`src/rtl/nibble_sub_pkg.sv`:
```
// ============================================================================
// Module      : nibble_sub_pkg
// Description : Shared types and constants for the multi-nibble sequential
//               subtractor controller (state encoding, nibble width, counter
//               width helper).
// Revision    : 1.0 - initial release
// ============================================================================
`default_nettype none

package nibble_sub_pkg;

  localparam int NIBBLE_W = 4;

  typedef enum logic [1:0] {
    IDLE = 2'd0,
    RUN  = 2'd1,
    DONE = 2'd2
  } state_t;

  // Counter width for a nibble index 0..n-1. The lower bound of 1 bit keeps
  // the counter a legal vector for degenerate sizes.
  function automatic int cnt_width(input int n);
    return (n < 2) ? 1 : $clog2(n);
  endfunction

endpackage

`default_nettype wire

```
`src/rtl/nibble_sub_seq_ctrl.sv`:
```
// ============================================================================
// Module      : nibble_sub_seq_ctrl
// Description : FSM and nibble counter for nibble_sub_seq. Produces the
//               load / shift / last strobes used by the datapath.
// Ports       : clk, rst        - clock, synchronous active-high reset
//               in_valid        - operand pair offered
//               out_ready       - consumer takes result
//               o_in_ready      - accepting operands (IDLE)
//               o_out_valid     - result available (DONE)
//               o_load          - operands latched at this edge
//               o_shift         - one nibble processed at this edge (RUN)
//               o_last          - this shift is the final nibble
// Revision    : 1.0 - initial release
// ============================================================================
`default_nettype none

module nibble_sub_seq_ctrl
  import nibble_sub_pkg::*;
#(
  parameter int NIBBLES = 4
) (
  input  logic clk,
  input  logic rst,
  input  logic in_valid,
  input  logic out_ready,
  output logic o_in_ready,
  output logic o_out_valid,
  output logic o_load,
  output logic o_shift,
  output logic o_last
);

  localparam int CW = cnt_width(NIBBLES);

  state_t        r_state;
  state_t        w_state_nxt;
  logic [CW-1:0] r_cnt;

  always_ff @(posedge clk) begin
    if (rst) begin
      r_state <= IDLE;
      r_cnt   <= '0;
    end else begin
      r_state <= w_state_nxt;
      if (o_load) begin
        r_cnt <= '0;
      end else if (o_shift) begin
        r_cnt <= r_cnt + 1'b1;
      end
    end
  end

  always_comb begin
    w_state_nxt = r_state;
    o_in_ready  = 1'b0;
    o_out_valid = 1'b0;
    o_load      = 1'b0;
    o_shift     = 1'b0;
    o_last      = 1'b0;
    case (r_state)
      IDLE: begin
        o_in_ready = 1'b1;
        if (in_valid) begin
          o_load      = 1'b1;
          w_state_nxt = RUN;
        end
      end
      RUN: begin
        o_shift = 1'b1;
        if (r_cnt == CW'(NIBBLES - 1)) begin
          o_last      = 1'b1;
          w_state_nxt = DONE;
        end
      end
      DONE: begin
        o_out_valid = 1'b1;
        if (out_ready) begin
          w_state_nxt = IDLE;
        end
      end
      default: w_state_nxt = IDLE;
    endcase
  end

endmodule

`default_nettype wire

```
`src/rtl/nibble_sub_seq.sv`:
```
// ============================================================================
// Module      : nibble_sub_seq
// Description : Multi-nibble sequential subtractor controller. Feeds an
//               external 4-bit borrow-ripple subtractor one nibble per cycle,
//               LSB first, chaining the borrow, and returns the full-width
//               difference and final borrow over a valid/ready handshake.
// Ports       : clk, rst                - clock, synchronous active-high reset
//               in_valid/in_ready       - operand handshake
//               op_a, op_b, bin         - minuend, subtrahend, borrow-in
//               sub_a, sub_b, sub_bin   - to the external subtractor
//               sub_d, sub_bout         - from the external subtractor
//               out_valid/out_ready     - result handshake
//               diff, bout              - result and final borrow
//               zero, ovf               - result flags (SUBSEQ_FLAGS_EN only)
// Config      : SUBSEQ_FLAGS_EN - adds the zero / signed-overflow flags.
// Revision    : 1.0 - initial release
// ============================================================================
`default_nettype none

module nibble_sub_seq
  import nibble_sub_pkg::*;
#(
  parameter int NIBBLES = 4
) (
  input  logic                    clk,
  input  logic                    rst,
  input  logic                    in_valid,
  output logic                    in_ready,
  input  logic [4*NIBBLES-1:0]    op_a,
  input  logic [4*NIBBLES-1:0]    op_b,
  input  logic                    bin,
  output logic [NIBBLE_W-1:0]     sub_a,
  output logic [NIBBLE_W-1:0]     sub_b,
  output logic                    sub_bin,
  input  logic [NIBBLE_W-1:0]     sub_d,
  input  logic                    sub_bout,
  output logic                    out_valid,
  input  logic                    out_ready,
  output logic [4*NIBBLES-1:0]    diff,
`ifdef SUBSEQ_FLAGS_EN
  output logic                    zero,
  output logic                    ovf,
`endif
  output logic                    bout
);

  localparam int W = NIBBLE_W * NIBBLES;

  logic         w_load;
  logic         w_shift;
  logic         w_last;
  logic [W-1:0] r_a;
  logic [W-1:0] r_b;
  logic [W-1:0] r_diff;
  logic         r_borrow;
  logic [W-1:0] w_diff_nxt;

  nibble_sub_seq_ctrl #(
    .NIBBLES (NIBBLES)
  ) u_ctrl (
    .clk         (clk),
    .rst         (rst),
    .in_valid    (in_valid),
    .out_ready   (out_ready),
    .o_in_ready  (in_ready),
    .o_out_valid (out_valid),
    .o_load      (w_load),
    .o_shift     (w_shift),
    .o_last      (w_last)
  );

  // Each returned nibble enters at the top; after NIBBLES shifts the first
  // (least significant) nibble has reached the bottom.
  assign w_diff_nxt = {sub_d, r_diff[W-1:NIBBLE_W]};

  always_ff @(posedge clk) begin
    if (rst) begin
      r_a      <= '0;
      r_b      <= '0;
      r_diff   <= '0;
      r_borrow <= 1'b0;
    end else if (w_load) begin
      r_a      <= op_a;
      r_b      <= op_b;
      r_borrow <= bin;
    end else if (w_shift) begin
      r_a      <= r_a >> NIBBLE_W;
      r_b      <= r_b >> NIBBLE_W;
      r_diff   <= w_diff_nxt;
      r_borrow <= sub_bout;
    end
  end

  assign sub_a   = w_shift ? r_a[NIBBLE_W-1:0] : '0;
  assign sub_b   = w_shift ? r_b[NIBBLE_W-1:0] : '0;
  assign sub_bin = w_shift & r_borrow;
  assign diff    = r_diff;
  assign bout    = r_borrow;

`ifdef SUBSEQ_FLAGS_EN
  // Operand sign bits are kept separately because the shift registers have
  // lost them by the time the final difference nibble arrives.
  logic r_a_msb;
  logic r_b_msb;
  logic r_zero;
  logic r_ovf;

  always_ff @(posedge clk) begin
    if (rst) begin
      r_a_msb <= 1'b0;
      r_b_msb <= 1'b0;
      r_zero  <= 1'b0;
      r_ovf   <= 1'b0;
    end else if (w_load) begin
      r_a_msb <= op_a[W-1];
      r_b_msb <= op_b[W-1];
      r_zero  <= 1'b0;
      r_ovf   <= 1'b0;
    end else if (w_last) begin
      r_zero <= (w_diff_nxt == '0);
      r_ovf  <= (r_a_msb ^ r_b_msb) & (r_a_msb ^ w_diff_nxt[W-1]);
    end
  end

  assign zero = r_zero;
  assign ovf  = r_ovf;
`endif

endmodule

`default_nettype wire

```
`config.mk`:
```
export PLATFORM = sky130hd
export DESIGN_NAME = nibble_sub_seq
export DESIGN_NICKNAME = d
export VERILOG_FILES = /design/src/rtl/nibble_sub_pkg.sv /design/src/rtl/nibble_sub_seq_ctrl.sv /design/src/rtl/nibble_sub_seq.sv
export SDC_FILE = /design/constraint.sdc
export NUM_CORES = 1
export LEC_CHECK = 0
export ABC_CLOCK_PERIOD_IN_PS = 1500
export BUFFER_PORTS_ARGS = -buffer_cell sky130_fd_sc_hd__buf_4
export CORE_MARGIN = 5
export CORE_UTILIZATION = 40
export CTS_CLUSTER_SIZE = 20
export DETAILED_ROUTE_END_ITERATION = 6
export GPL_ROUTABILITY_DRIVEN = 1
export PLACE_DENSITY = 0.62
export SYNTH_ARGS = -nofsm -noshare
export SYNTH_HDL_FRONTEND = slang
export SYNTH_SLANG_ARGS = --single-unit
```
`constraint.sdc`:
```
create_clock -name clk -period 1.5 [get_ports clk]
set_input_delay 0.075 -clock clk [delete_from_list [all_inputs] [get_ports clk]]
set_output_delay 0.075 -clock clk [all_outputs]
set_load 0.005 [all_outputs]
```
# Yosys cells after proc, flatten, opt, wreduce, memory -nomap -nowiden
# Cells that the tools add are included.
# classes
addsub	1
eq_ne	6
muxes	17
bitwise	2
reduce_logical	5
# op_table
operator	count
16-bit 2-to-1 mux	4
4-bit 2-to-1 mux	2
1-bit 2-to-1 mux	7
2-bit 2-to-1 mux	3
2-bit case mux with 3 select lines	1
2-bit == test, second input constant	2
2-bit != test, second input constant	2
3-bit AND reduction	1
2-bit by 1-bit adder with 2-bit output, second input constant	1
2-bit by 1-bit == test with 1-bit output, second input constant	1
2-bit logical NOT	1
2-bit by 1-bit != test with 1-bit output, second input constant	1
2-bit AND reduction	1
2-bit nonzero test	1
2-bit OR reduction	1
1-bit bitwise AND	1
1-bit inverter	1
# totals
register_bits	53
inputBits	42
out_inout_bits	28
elab_cells	37

# Depth between registers and ports, before layout
# depth
depth_word	4
ltp_mapped	5
mapped_depth_nobuf	3

# Modules after synthesis
# Synthesis repeated with hierarchy kept, for this count alone.
# unflattened
cells_unflattened	248
hier_area_um2	2458.6
# by_module_without_submodules
module	n_inst	cells_each	area_each_um2	seq_area_each_um2
nibble_sub_seq	1	226	2250.9	980.9
nibble_sub_seq_ctrl	1	22	207.7	80.1

# Worst setup path before layout
# Ideal clock, no wire load.
# synth_path
path_type	register -> register
startpoint	register u_ctrl.r_state[1]
endpoint	register r_a[11]
arrival_time_ns	1.202
t_required_ns	1.381
path_slack_ns	0.179
path_stages_with_launch	5
path_buffers	2
cell_sequence	dfxtp_1 > or3b_1 > buf_6 > buf_6 > o221a_1
# synth_via
elab_chain_cells	3
# synth_lines
item	line_no	text
from (decl)	nibble_sub_seq_ctrl.sv:35	state_t r_state;
from (signal assigned)	nibble_sub_seq_ctrl.sv:44	r_state <= w_state_nxt;
2-bit by 1-bit == test with 1-bit output or 2-bit logical NOT (tied branches)	nibble_sub_seq_ctrl.sv:60	case (r_state)
1-bit 2-to-1 mux	nibble_sub_seq_ctrl.sv:60	
2-bit nonzero test (no source line) or 16-bit 2-to-1 mux (tied branches)	-	
to (signal assigned)	nibble_sub_seq.sv:83	r_a <= op_a;
to (signal assigned)	nibble_sub_seq.sv:87	r_a <= r_a >> NIBBLE_W;
to (decl)	nibble_sub_seq.sv:52	logic [W-1:0] r_a;
# Several ways; a longest one is shown, not always the timed one.
# A chain may end at the register's enable or synchronous reset.

# Final worst setup path
# layout_path
startpoint	register u_ctrl.r_state[1]
endpoint	output sub_a[2]
# layout_via
elab_chain_cells	3
# layout_lines
item	line_no	text
2-bit by 1-bit == test with 1-bit output	nibble_sub_seq_ctrl.sv:60	
1-bit 2-to-1 mux	nibble_sub_seq_ctrl.sv:60	
4-bit 2-to-1 mux	nibble_sub_seq.sv:94	assign sub_a = w_shift ? r_a[NIBBLE_W-1:0] : '0;
to (decl)	nibble_sub_seq.sv:32	output logic [NIBBLE_W-1:0] sub_a,
# No other way between the ends.

==> impl_metrics.toml <==
[min_path]
min_delay_path_depth = 3
hp-class = "in -> reg"
min_to = "r_a[12]"
holdCritStartpoint = "op_a[12]"

[route]
drt_pass1_iterations = 4
via_per_inst = 4.81
routed_wl_um = 5120
drc = 0
vias = 1911
drt_iter0_drc = 79
detail-route-antenna-nets = 0
wl_per_cell_um = 12.9

[sta]
rsz0062_at_grt = "no"
fmax_mhz = 709
slew_viol_final = 0
fin_crit_ps = 1410
max-slew-margin-rel_pct = 63.8
hold_violations = 0
whs_ps = 14.0
finalSetupViolations = 0
tightest_slew_ps = 543
fin_crit_sh_pct = 94.0
setup_tns_ps = 0
timing.clock.skew_ps = 8.35

[final_layout]
multiInputGateArea_um2 = 896
nets = 369
final_cell_mix = "buf_4, dfxtp_1, a21oi_1"
diodes = 0
seqCellArea_mm2 = 0.00106
num-fill-cells = 483
layout_commonest_cell = "buf_4"
layout-drive-gt1-share_pct = 30.6
area_growth_pct = 37.4

[worst_setup_path]
startpoint = "u_ctrl.r_state[1]"
r2r-start = "u_ctrl.r_state[0]"
critical_path_arrival_ps = 1340
cpMostUsedCell = "buf_4"
crit_required_ps = 1420
reg2reg_to = "r_b[7]"
worstPathMaxFanout = 10
critPathLaunchType = "flop"
rr_worst_depth = 3
worst-r2r-setup-slack_ps = 170
path_cells = "buf_4, nor2b_4, buf_8, and2_1, buf_4"
critPathTopFamily = "buffers and inverters"
crit_buf_inv = 3
cp-end-kind = "output port"
max_stage_delay_ps = 330
cp_slowest_cell = "dfxtp_1"
critPathKind = "reg -> out"

[power_and_ir_drop]
netSwitchingPower_mw = 0.748
power.density_mw_per_mm2 = 1010
totalPowerFinal_mw = 3.02
ir_drop_v = 0.000477
cell_internal_pwr_mw = 2.27
power.share.clock_pct = 32.4
power_frac_seq_pct = 51.5
netSwitchingFraction_pct = 24.8
comb_power_share_pct = 16.1
leakage_nw = 1.27

[cts]
numCtsBuffers = 5
clk_pin_slew_ps = 90
cts_root_buf = "clkbuf_8"
cts.htree.levels = 2
cts_sinks = 53
clock_latency_ps = 310
cts_tree = "done"
clk_path_buf_depth = 2

[yosys]
yosysTopAreaCellShare_pct = 48.9
avgSynthCellArea_um2 = 8.75
synth_top_area_cell = "dfxtp_1"
async_flop_share_pct = 0
synth_area_mm2 = 0.00217
syn_nets = 291
yosysUniqueCellTypes = 23
synthFlopType = "dfxtp_1"
synth_edf_count = 0
yosys_warnings = 0
synth.top_cells.by_area = "dfxtp_1, a21oi_1, o221a_1"
ys_ff_latch = 53
synth_cells = 248
yosysSeqAreaShare_pct = 48.9

[placed_design]
gp_congestion = 0.688
io_buffers = 69
dp_hpwl_um = 3420

[die]
rows = 26
core_mm2 = 0.00517
die_area_mm2 = 0.00700
io_pins = 70
die-width_um = 83.6
die_h_um = 83.6
initial_core_util_pct = 41.9

[run]
cap_violations = 0

[global_routing]
track_usage_pct = 14.8
grt_max_degree = 54
grt_pass1_wl_um = 8570
antenna_found_initial = 0
grt_overflow_total = 0
grt_pass1_vias = 1763

[status]
status = "finished clean"
## worst max-delay path by stage
stage,end,slack [ps],cells after the start
2_1_floorplan,r_a[11],180,4
4_1_cts,sub_a[2],20,5
6_report,sub_a[2],90,5
5_1_grt,sub_bin,30,5
3_3_place_gp,r_b[1],240,3
3_5_place_dp,r_b[2],230,3
## metal layers
| layer | vias up | GRT usage, % | wire length, um |
|---|---|---|---|
| li1 | 997 | - | - |
| met1 | 865 | 20.4 | 2420 |
| met2 | 43 | 22.2 | 2390 |
| met3 | 6 | 4.44 | 244 |
| met4 | 0 | 4.82 | 65 |
| met5 | - | 0 | 0 |
## cell usage after synthesis, types with 4 or more instances
master	number
nand2_1	40
nor2_1	5
o221a_2	4
clkbuf_1	8
nand3_1	8
and2_1	9
o221a_1	21
buf_2	8
buf_6	4
inv_1	26
dfxtp_1	53
a21oi_1	49
## stage by stage
| stage | util [%] | setup WS, ps | area (um2) | cells |
|---|---|---|---|---|
| CTS | 57.8 | 20.6 | 2990 | 398 |
| global placement | 53.3 | 242 | 2760 | 379 |
| detailed placement | 53.3 | 228 | 2760 | 379 |
| global route | 57.6 | 32.8 | 2980 | 397 |
| finish | 57.6 | 89.6 | 2980 | 397 |
| floorplan | - | 179 | 2170 | 248 |
## what timing repair did
item,4_1_cts,5_1_grt
buffers inserted,4,0
gates resized for setup,4,1
setup endpoints to repair,9,7
endpoints found under the hold margin,7,0
hold buffers,7,0
## area by class of cell
type	instances	area share, %
flip-flops and latches	53	35.6
multi-input cells	148	30.0
repair buffers	92	24.3
inverters	26	3.27
well taps	70	2.94
clock buffers	5	2.31
clock inverters	3	1.55
## registers in the layout, indices dropped and copies added (netlist names)
name	cells
u_ctrl.r_state	2
u_ctrl.r_cnt	2
bout	1
diff	16
r_b	16
r_a	16
## cell families (layout without fill, tap and decap cells)
kind of cell	Yosys count	after routing	share of synthesized area [%]
AOI/OAI and AO/OA	76	76	25.0
and+or+nand+nor	69	69	14.5
DFF	53	53	48.9
buffers and inverters	47	126	10.1
adders and majority gates	1	1	0.577
xor gates and xnor gates	1	1	0.404
muxes	1	1	0.461
## tightest hold or removal path: cells and delay by family
| family | cells | cell delay, ps |
|---|---|---|
| AO/OA/AOI/OAI | 1 | 50 |
| buffers and inverters | 1 | 110 |
| AND/OR/NAND/NOR | 1 | 50 |
## power by group through the flow
stage                     Combinational, mW  Clock, mW  Sequential [mW]
after floorplan                       0.278          0             1.57
after global placement                0.459          0             1.58
after detailed placement              0.463          0             1.58
after CTS                             0.499       1.01             1.55
after global routing                  0.546       1.06             1.57
final                                 0.486      0.977             1.56
No activity file was read; power rests on OpenSTA's default activity.
